--- config.mk ---
export PLATFORM = sky130hd
export DESIGN_NAME = usb_pkt_encoder
export DESIGN_NICKNAME = d
export VERILOG_FILES = /design/src/rtl/usb_pkt_encoder.sv
export SDC_FILE = /design/constraint.sdc
export NUM_CORES = 1
export LEC_CHECK = 0
export ABC_AREA = 0
export BUFFER_PORTS_ARGS = -buffer_cell sky130_fd_sc_hd__buf_2
export CAP_MARGIN = 20
export CORE_UTILIZATION = 37
export CTS_CLUSTER_DIAMETER = 50
export CTS_CLUSTER_SIZE = 12
export DETAILED_ROUTE_END_ITERATION = 10
export SYNTH_ARGS = -nofsm -noshare
export SYNTH_HDL_FRONTEND = slang
export SYNTH_SLANG_ARGS = --single-unit
--- constraint.sdc ---
create_clock -name clk -period 3.9 [get_ports clk]
set_input_delay 0.39 -clock clk [delete_from_list [all_inputs] [get_ports clk]]
set_output_delay 0.39 -clock clk [all_outputs]
set_load 0.05 [all_outputs]
--- src/rtl/usb_pkt_encoder.sv ---
// USB packet serialiser: SYNC, PID, token/payload fields, CRC5/CRC16 and EOP, LSB-first,
// one bit per unpaused clock, feeding the bit-stuffer/NRZI stage.
module usb_pkt_encoder #(
   parameter int unsigned MAX_BYTES = 8,
   parameter int unsigned NB_W      = $clog2(MAX_BYTES + 1)
) (
   input  logic                   clk,
   input  logic                   rst_L,
   input  logic                   pktready,
   input  logic                   pause,
   input  logic [3:0]             pid,
   input  logic [6:0]             addr,
   input  logic [3:0]             endp,
   input  logic [8*MAX_BYTES-1:0] data,
   input  logic [NB_W-1:0]        nbytes,
   output logic                   outb,
   output logic                   sending,
   output logic                   start,
   output logic                   eop,
   output logic                   gotpkt
);

   // At least 4 bits so the same counter can walk the 16 CRC16 bits.
   localparam int unsigned CntW = ($clog2(8 * MAX_BYTES) > 4) ? $clog2(8 * MAX_BYTES) : 4;

   typedef enum logic [3:0] {
      StIdle,
      StLoad,
      StSync,
      StPid,
      StAddr,
      StEndp,
      StCrc5,
      StPayload,
      StCrc16,
      StEop
   } state_e;

   state_e                 state_q, state_d;
   logic [CntW-1:0]        cnt_q, cnt_d;
   logic [4:0]             crc5_q, crc5_d;
   logic [15:0]            crc16_q, crc16_d;

   logic [3:0]             pid_q;
   logic [6:0]             addr_q;
   logic [3:0]             endp_q;
   logic [8*MAX_BYTES-1:0] data_q;
   logic [NB_W-1:0]        nbytes_q;

   logic                   capture;
   logic                   advance;
   logic                   field_last;
   state_e                 field_next;
   logic [NB_W-1:0]        nbytes_clamped;
   logic [7:0]             pid_byte;
   logic [2:0]             bit_idx;
   logic [CntW+3:0]        pay_bits;
   logic [CntW+3:0]        cnt_plus1;

   function automatic logic [4:0] crc5_step(input logic [4:0] crc, input logic din);
      logic fb;
      fb = crc[4] ^ din;
      return {crc[3:0], 1'b0} ^ (fb ? 5'h05 : 5'h00);
   endfunction

   function automatic logic [15:0] crc16_step(input logic [15:0] crc, input logic din);
      logic fb;
      fb = crc[15] ^ din;
      return {crc[14:0], 1'b0} ^ (fb ? 16'h8005 : 16'h0000);
   endfunction

   assign advance        = ~pause;
   assign pid_byte       = {~pid_q, pid_q};
   assign bit_idx        = cnt_q[2:0];
   assign nbytes_clamped = (nbytes > NB_W'(MAX_BYTES)) ? NB_W'(MAX_BYTES) : nbytes;
   assign pay_bits       = {(CntW + 1)'(nbytes_q), 3'b000};
   assign cnt_plus1      = {4'b0000, cnt_q} + (CntW + 4)'(1);

   // Outputs are a pure function of the registered state, so they hold while paused.
   always_comb begin
      outb    = 1'b0;
      sending = 1'b0;
      start   = 1'b0;
      eop     = 1'b0;
      gotpkt  = 1'b0;
      unique case (state_q)
         StIdle: ;
         StLoad: gotpkt = 1'b1;
         StSync: begin
            sending = 1'b1;
            start   = 1'b1;
            outb    = (bit_idx == 3'd7);
         end
         StPid: begin
            sending = 1'b1;
            start   = 1'b1;
            outb    = pid_byte[bit_idx];
         end
         StAddr: begin
            sending = 1'b1;
            outb    = addr_q[bit_idx];
         end
         StEndp: begin
            sending = 1'b1;
            outb    = endp_q[cnt_q[1:0]];
         end
         StCrc5: begin
            sending = 1'b1;
            outb    = ~crc5_q[3'd4 - bit_idx];
         end
         StPayload: begin
            sending = 1'b1;
            outb    = data_q[cnt_q];
         end
         StCrc16: begin
            sending = 1'b1;
            outb    = ~crc16_q[4'd15 - cnt_q[3:0]];
         end
         StEop: begin
            sending = 1'b1;
            eop     = 1'b1;
         end
         default: ;
      endcase
   end

   always_comb begin
      state_d    = state_q;
      cnt_d      = cnt_q;
      crc5_d     = crc5_q;
      crc16_d    = crc16_q;
      capture    = 1'b0;
      field_last = 1'b0;
      field_next = state_q;

      unique case (state_q)
         StIdle: begin
            if (pktready) state_d = StLoad;
         end
         StLoad: begin
            capture = 1'b1;
            cnt_d   = '0;
            crc5_d  = 5'h1f;
            crc16_d = 16'hffff;
            state_d = StSync;
         end
         StSync: begin
            field_last = (bit_idx == 3'd7);
            field_next = StPid;
         end
         StPid: begin
            field_last = (bit_idx == 3'd7);
            unique case (pid_q)
               4'b0001, 4'b1001, 4'b1101: field_next = StAddr;
               4'b0011, 4'b1011:          field_next = (nbytes_q == '0) ? StCrc16 : StPayload;
               default:                   field_next = StEop;
            endcase
         end
         StAddr: begin
            field_last = (cnt_q == CntW'(6));
            field_next = StEndp;
            if (advance) crc5_d = crc5_step(crc5_q, outb);
         end
         StEndp: begin
            field_last = (cnt_q == CntW'(3));
            field_next = StCrc5;
            if (advance) crc5_d = crc5_step(crc5_q, outb);
         end
         StCrc5: begin
            field_last = (cnt_q == CntW'(4));
            field_next = StEop;
         end
         StPayload: begin
            field_last = (cnt_plus1 == pay_bits);
            field_next = StCrc16;
            if (advance) crc16_d = crc16_step(crc16_q, outb);
         end
         StCrc16: begin
            field_last = (cnt_q == CntW'(15));
            field_next = StEop;
         end
         StEop: begin
            field_last = (cnt_q == CntW'(1));
            field_next = StIdle;
         end
         default: state_d = StIdle;
      endcase

      // Shared bit/field stepping for every serialising state.
      if (state_q != StIdle && state_q != StLoad && advance) begin
         if (field_last) begin
            state_d = field_next;
            cnt_d   = '0;
         end else begin
            cnt_d = cnt_q + CntW'(1);
         end
      end
   end

   always_ff @(posedge clk) begin
      if (!rst_L) begin
         state_q <= StIdle;
         cnt_q   <= '0;
         crc5_q  <= 5'h1f;
         crc16_q <= 16'hffff;
      end else begin
         state_q <= state_d;
         cnt_q   <= cnt_d;
         crc5_q  <= crc5_d;
         crc16_q <= crc16_d;
      end
   end

   always_ff @(posedge clk) begin
      if (!rst_L) begin
         pid_q    <= '0;
         addr_q   <= '0;
         endp_q   <= '0;
         data_q   <= '0;
         nbytes_q <= '0;
      end else if (capture) begin
         pid_q    <= pid;
         addr_q   <= addr;
         endp_q   <= endp;
         data_q   <= data;
         nbytes_q <= nbytes_clamped;
      end
   end

endmodule

======== Word-level counts from Yosys, hierarchy flattened ========
Index checks and enable logic that the tools add are counted.
storage, ports and cells
  bits in registers ....................... 114
  input bits .............................. 87
  output and inout bits ................... 5
  logic and storage cells ................. 103
cells by class
  equality and inequality tests ........... 25
  reductions and logical operators ........ 16
  add/subtract/negate cells ............... 4
  mux-type cells .......................... 35
  bitwise operators ....................... 8
  order comparisons ....................... 6
operators with widths
  operator               count
  $mux W16               2
  $pmux W16 S2           1
  $pmux W4 S7            1
  $eq A4 B4 Y1 const B   5
  $mux W4                5
  $mux W6                3
  $eq A4 B3 Y1 const B   4
  $xor A16 B16 Y16       1
  $pmux W1 S7            2
  $eq A4 B2 Y1 const B   3
  $eq A6 B3 Y1 const B   2
  $pmux W4 S3            1
  $mux W1                10
  $pmux W5 S2            1
  $bmux W1 S3            3
  $ne A9 B3 Y1 const B   1
  $eq A4 B1 Y1 const B   2
  $logic_not A4 Y1       2
  $lt A3 B4 Y1 const B   2
  $pmux W4 S2            1
  $reduce_or A2 Y1       4
  $reduce_or A8 Y1       1
  $add A6 B1 Y7 const B  1
  $eq A7 B7 Y1           1
  27 further kinds       35

======== Depth between registers and ports, before layout ========
  depth in word-level cells ............... 10
  depth in mapped cells ................... 13
  mapped depth without buffers ............ 10

======== Least setup slack after synthesis ========
No wires, ideal clock.
  path type ............................... register -> register
  start point ............................. register state_q[1]
  end point ............................... register crc5_q[2]
  arrival ................................. 3.015 ns
  data required time ...................... 3.748 ns
  path buffers ............................ 1
  setup slack ............................. 0.733 ns
  clock period less this slack ............ 3.167 ns
  cell stages (with the launch flop) ...... 10
  setup time .............................. 0.152 ns
  cells stage by stage .................... dfxtp_1 > clkbuf_1 > inv_1 > nor3_1 > and3_1 > a311oi_1 > nand4_2 > xor2_1 > xnor2_1 > a31oi_1
between the ends
  cells in the longest elaborated chain, start to end .. 7
  elaborated cells between the ends (all ways) .. 18
  classes of those cells .................. eq/ne (9); mux (4); bitwise (2); reduce/logical (3)
ends and longest elaborated chain
  item                                        RTL line  RTL
  from (decl)                                 39        state_e state_q, state_d;
  from (signal assigned)                      202       state_q <= StIdle;
  from (signal assigned)                      207       state_q <= state_d;
  $eq A4 B4 Y1, or another cell as far along  86        unique case (state_q)
  $pmux W1 S7 (*)                             86
  named net outb                              16        output logic outb,
  $xor A1 B1 Y1 (*)                           62        fb = crc[4] ^ din;
  $mux W3 (*)                                 63        return {crc[3:0], 1'b0} ^ (fb ? 5'h05 : 5'h00);
  $xor A5 B3 Y5 (*)                           63
  $mux W5 (*)                                 162, 167
  $pmux W5 S2 (*)                             136       unique case (state_q)
  to (signal assigned)                        209       crc5_q <= crc5_d;
  to (decl)                                   41        logic [4:0] crc5_q, crc5_d;
Mark *: on every way through the listed nets, which the timed path passes. The rest lies on a longest branch. The select of a mux whose other input is x is not followed.
A chain may end at the register's enable or synchronous reset.

======== Worst setup path in the final report ========
  start point ............................. register cnt_q[1]
  end point ............................... output port outb
between the ends
  cells in the longest elaborated chain, start to end .. 5
  elaborated cells between the ends (all ways) .. 18
  classes of those cells .................. add/sub (2); eq/ne (1); mux (13); bitwise (2)
ends and longest elaborated chain
  item                                            RTL line  RTL
  from (decl)                                     40        logic [CntW-1:0] cnt_q, cnt_d;
  from (signal assigned)                          208       cnt_q <= cnt_d;
  $sub A4 B4 Y4 or $sub A3 B3 Y3 (tied branches)  117, 109
  $bmux W1 S4 or $bmux W1 S3 (tied branches)      117, 109
  $mux W1, on equally long branches               117, 109
  $not A1 Y1, on equally long branches            117, 109
  $pmux W1 S7 (*)                                 86
  to (decl)                                       16
Every way passes the cells marked *; elsewhere a longest branch is shown, timed or not. The select of a mux whose other input is x is not followed.

==> impl_results.md <==
- Vias: 5056
- Crit path max fanout: 24
- # setup viols final: 0
- Placement-stage cell area: 0.00643 sq mm
- Unique cell type count in the Yosys netlist: 64
- Hold Path Class: input pin to flop
- Clk pin slew, worst setup/hold paths: 0.06 ns
- Hold path start: endp[3]
- Setup crit start: cnt_q[1]$_SDFFE_PN0P_
- Synth area leader: dfxtp_1
- Slew Limit Fails: 0
- Setup TNS: 0 ns
- Worst setup path class: flop to primary output
- Final Power: 3.04 mW
- Pwr Density: 433 mW/mm^2
- Max-capacitance violation count: 0
- # Post-CTS Setup Buffers: 0
- Count of state elements after synthesis: 114
- Area of the mapped netlist: 0.00590 sq mm
- GRT Total Usage: 0.193
- Overflow after GRT: 0
- Vias in the first global route: 5018
- M3 GR Usage: 0.0488
- First-pass GRT wire length: 24600 um
- Total CTS buffers: 17
- ANT nets after route: 0
- H-tree depth: 4
- Largest net degree at the start of global routing: 83
- # port buffers: 91
- Clock Path Buffers: 2
- Pre-antenna DRT Iters: 6
- CP Launch Type: flop
- FFs w/ async S/R, synth: 0
- Status: finished, final reports clean
- Initial Utilization: 0.384
- Post-CTS sizing: 0
- F_max: 284 MHz
- Root Driver: clkbuf_16
- First DRT Iteration DRCs: 387
- Area share of the largest cell type after synthesis: 0.387
- Row cnt: 45
- CP arrival: 3.13 ns
- Pleak: 2.56 nW
- DR DRC count: 0
- Die W: 128 um
- Clock latency on the worst-skew pair: 0.42 ns
- Num Clock Sinks: 114
- Reg-to-reg critical path startpoint: cnt_q[1]$_SDFFE_PN0P_
- GR Util met2: 0.310
- Post-DR vias/cell: 5.20
- Met1 usage: 0.248
- Fin crit share: 0.903
- Synthesis Warnings: 0
- Largest cells by area after synthesis: dfxtp_1, nand2_1, a21boi_0
- Final HPWL DP: 10400 um
- EDFF count, synth: 0
- Area Overhead vs Synth: 19.2%
- Busiest layer in global routing: met2
- Die Area: 0.0164 sq mm
- Skew final: 0.0101 ns
- Sequential share of the synthesized area: 0.387
- Total Nets Final: 839
- Worst EP required: 3.51 ns
- Minimum clock period: 3.52 ns
- Worst vdd rail ir drop: 0.302 mV
- Critical path endpoint category: primary output
- CTS tree: built
- Finished Cell Area: 0.00703 sq mm
- RSZ-0062 raised after global routing: no
- Worst Max-Slew Pin Slew: 0.898 ns
- Post-synth top cells: nand2_1, dfxtp_1, a21boi_0, clkbuf_1, nor2_1
- Ports: 92
- Antenna violations before repair: 0
- Share of layout cells above drive strength 1: 0.214
- Diode count: 0
- Reg-to-reg slack, setup: 0.80 ns
- RePlAce Congestion: 0.858
- Hold-fix buffers, CTS: 0
- Normalized max-slew margin: 0.401
- Post-Syn Nets: 777
- Syn Inst Count: 686
- Final Hold Fails: 0
- Die Y: 128 um
- Most common cell in the netlist: nand2_1
- Top_reg_cell synth: dfxtp_1
- Core ar.: 0.0154 sq mm
- Avg Cell Area, Syn: 8.59 sq um
- Detailed Route WL: 14900 um
- Drt wl/cell: 15.3 um
==> cells in the final DEF, fill, tap and decap left out, types with 11 or more instances in the layout <==
cell,Yosys,routed
a21boi_0,85,85
buf_2,8,91
clkbuf_16,0,17
dfxtp_1,114,113
mux4_2,12,12
nand2_1,177,177
nor2_1,36,36
nor3_1,24,24
nor4_1,11,11
o21ai_0,26,26
==> cell families (layout without fill, tap and decap cells) <==
group	after synthesis	in the layout	share of synthesized area
DFF	114	114	0.387
AOI/OAI and AO/OA	155	155	0.191
muxes	32	32	0.108
xor gates and xnor gates	13	13	0.0193
adders and majority gates	4	4	0.00849
buffers and inverters	66	141	0.0507
and+or+nand+nor	302	302	0.235
==> area by class of cell <==
| class | instances | area (sq um) |
|---|---|---|
| clock inverter | 15 | 160 |
| multi-input combinational | 506 | 3320 |
| inverter | 7 | 26.3 |
| clock buffer | 17 | 425 |
| timing repair buffer | 102 | 551 |
| sequential | 114 | 2280 |
| tap | 211 | 264 |
| fill | 1531 | 8350 |
==> report_power, final <==
part           total [mW]  internal, mW  switching (mW)  leakage, nW
Sequential           1.25          1.21          0.0356        0.927
Clock                1.52         0.942           0.574        0.272
Combinational       0.275         0.116           0.159         1.36
==> worst max-delay path, cell delays in order (launching register included) <==
cell and delay, ns:
dfxtp_2 0.73, buf_4 0.35, mux4_2 0.52, nand3b_1 0.10
o41ai_1 0.09, a311oi_1 0.38, nand4_2 0.24, buf_2 0.28
==> metal layers <==
metal / share of wire / up-vias / routed length, um
met2: 0.46 / 117 / 6890
met1: 0.48 / 2391 / 7080
met3: 0.046 / 15 / 690
li1: - / 2533 / -
met5: 0 / - / 0
met4: 0.014 / 0 / 213
==> sequential cells by signal, summed over array words and instances, names as in the netlist <==
register,cells
crc16_q,16
endp_q,4
crc5_q,5
data_q,64
nbytes_q,4
state_q,4
addr_q,7
pid_q,4
cnt_q,6
==> final timing paths <==
kind	depth (start not counted)	to
setup / recovery	7	outb
hold / removal	3	endp_q[3]$_SDFFE_PN0P_
setup reg to reg	9	crc5_q[2]$_SDFFE_PN1P_
hold reg to reg	2	data_q[21]$_SDFFE_PN0P_
==> through the flow <==
| step | cells | setup WS [ns] | hold WS [ns] | util |
|---|---|---|---|---|
| 6_report | 972 | 0.379 | 0.216 | 0.457 |
| 5_1_grt | 972 | 0.193 | 0.213 | 0.457 |
| 4_1_cts | 971 | 0.312 | 0.202 | 0.457 |
| 3_5_place_dp | 939 | 0.748 | 0.455 | 0.418 |
| 3_3_place_gp | 939 | 0.857 | 0.448 | 0.418 |
| 2_1_floorplan | 686 | 0.733 | 0.439 | - |
Note: power is estimated with default switching activity, not from simulation.
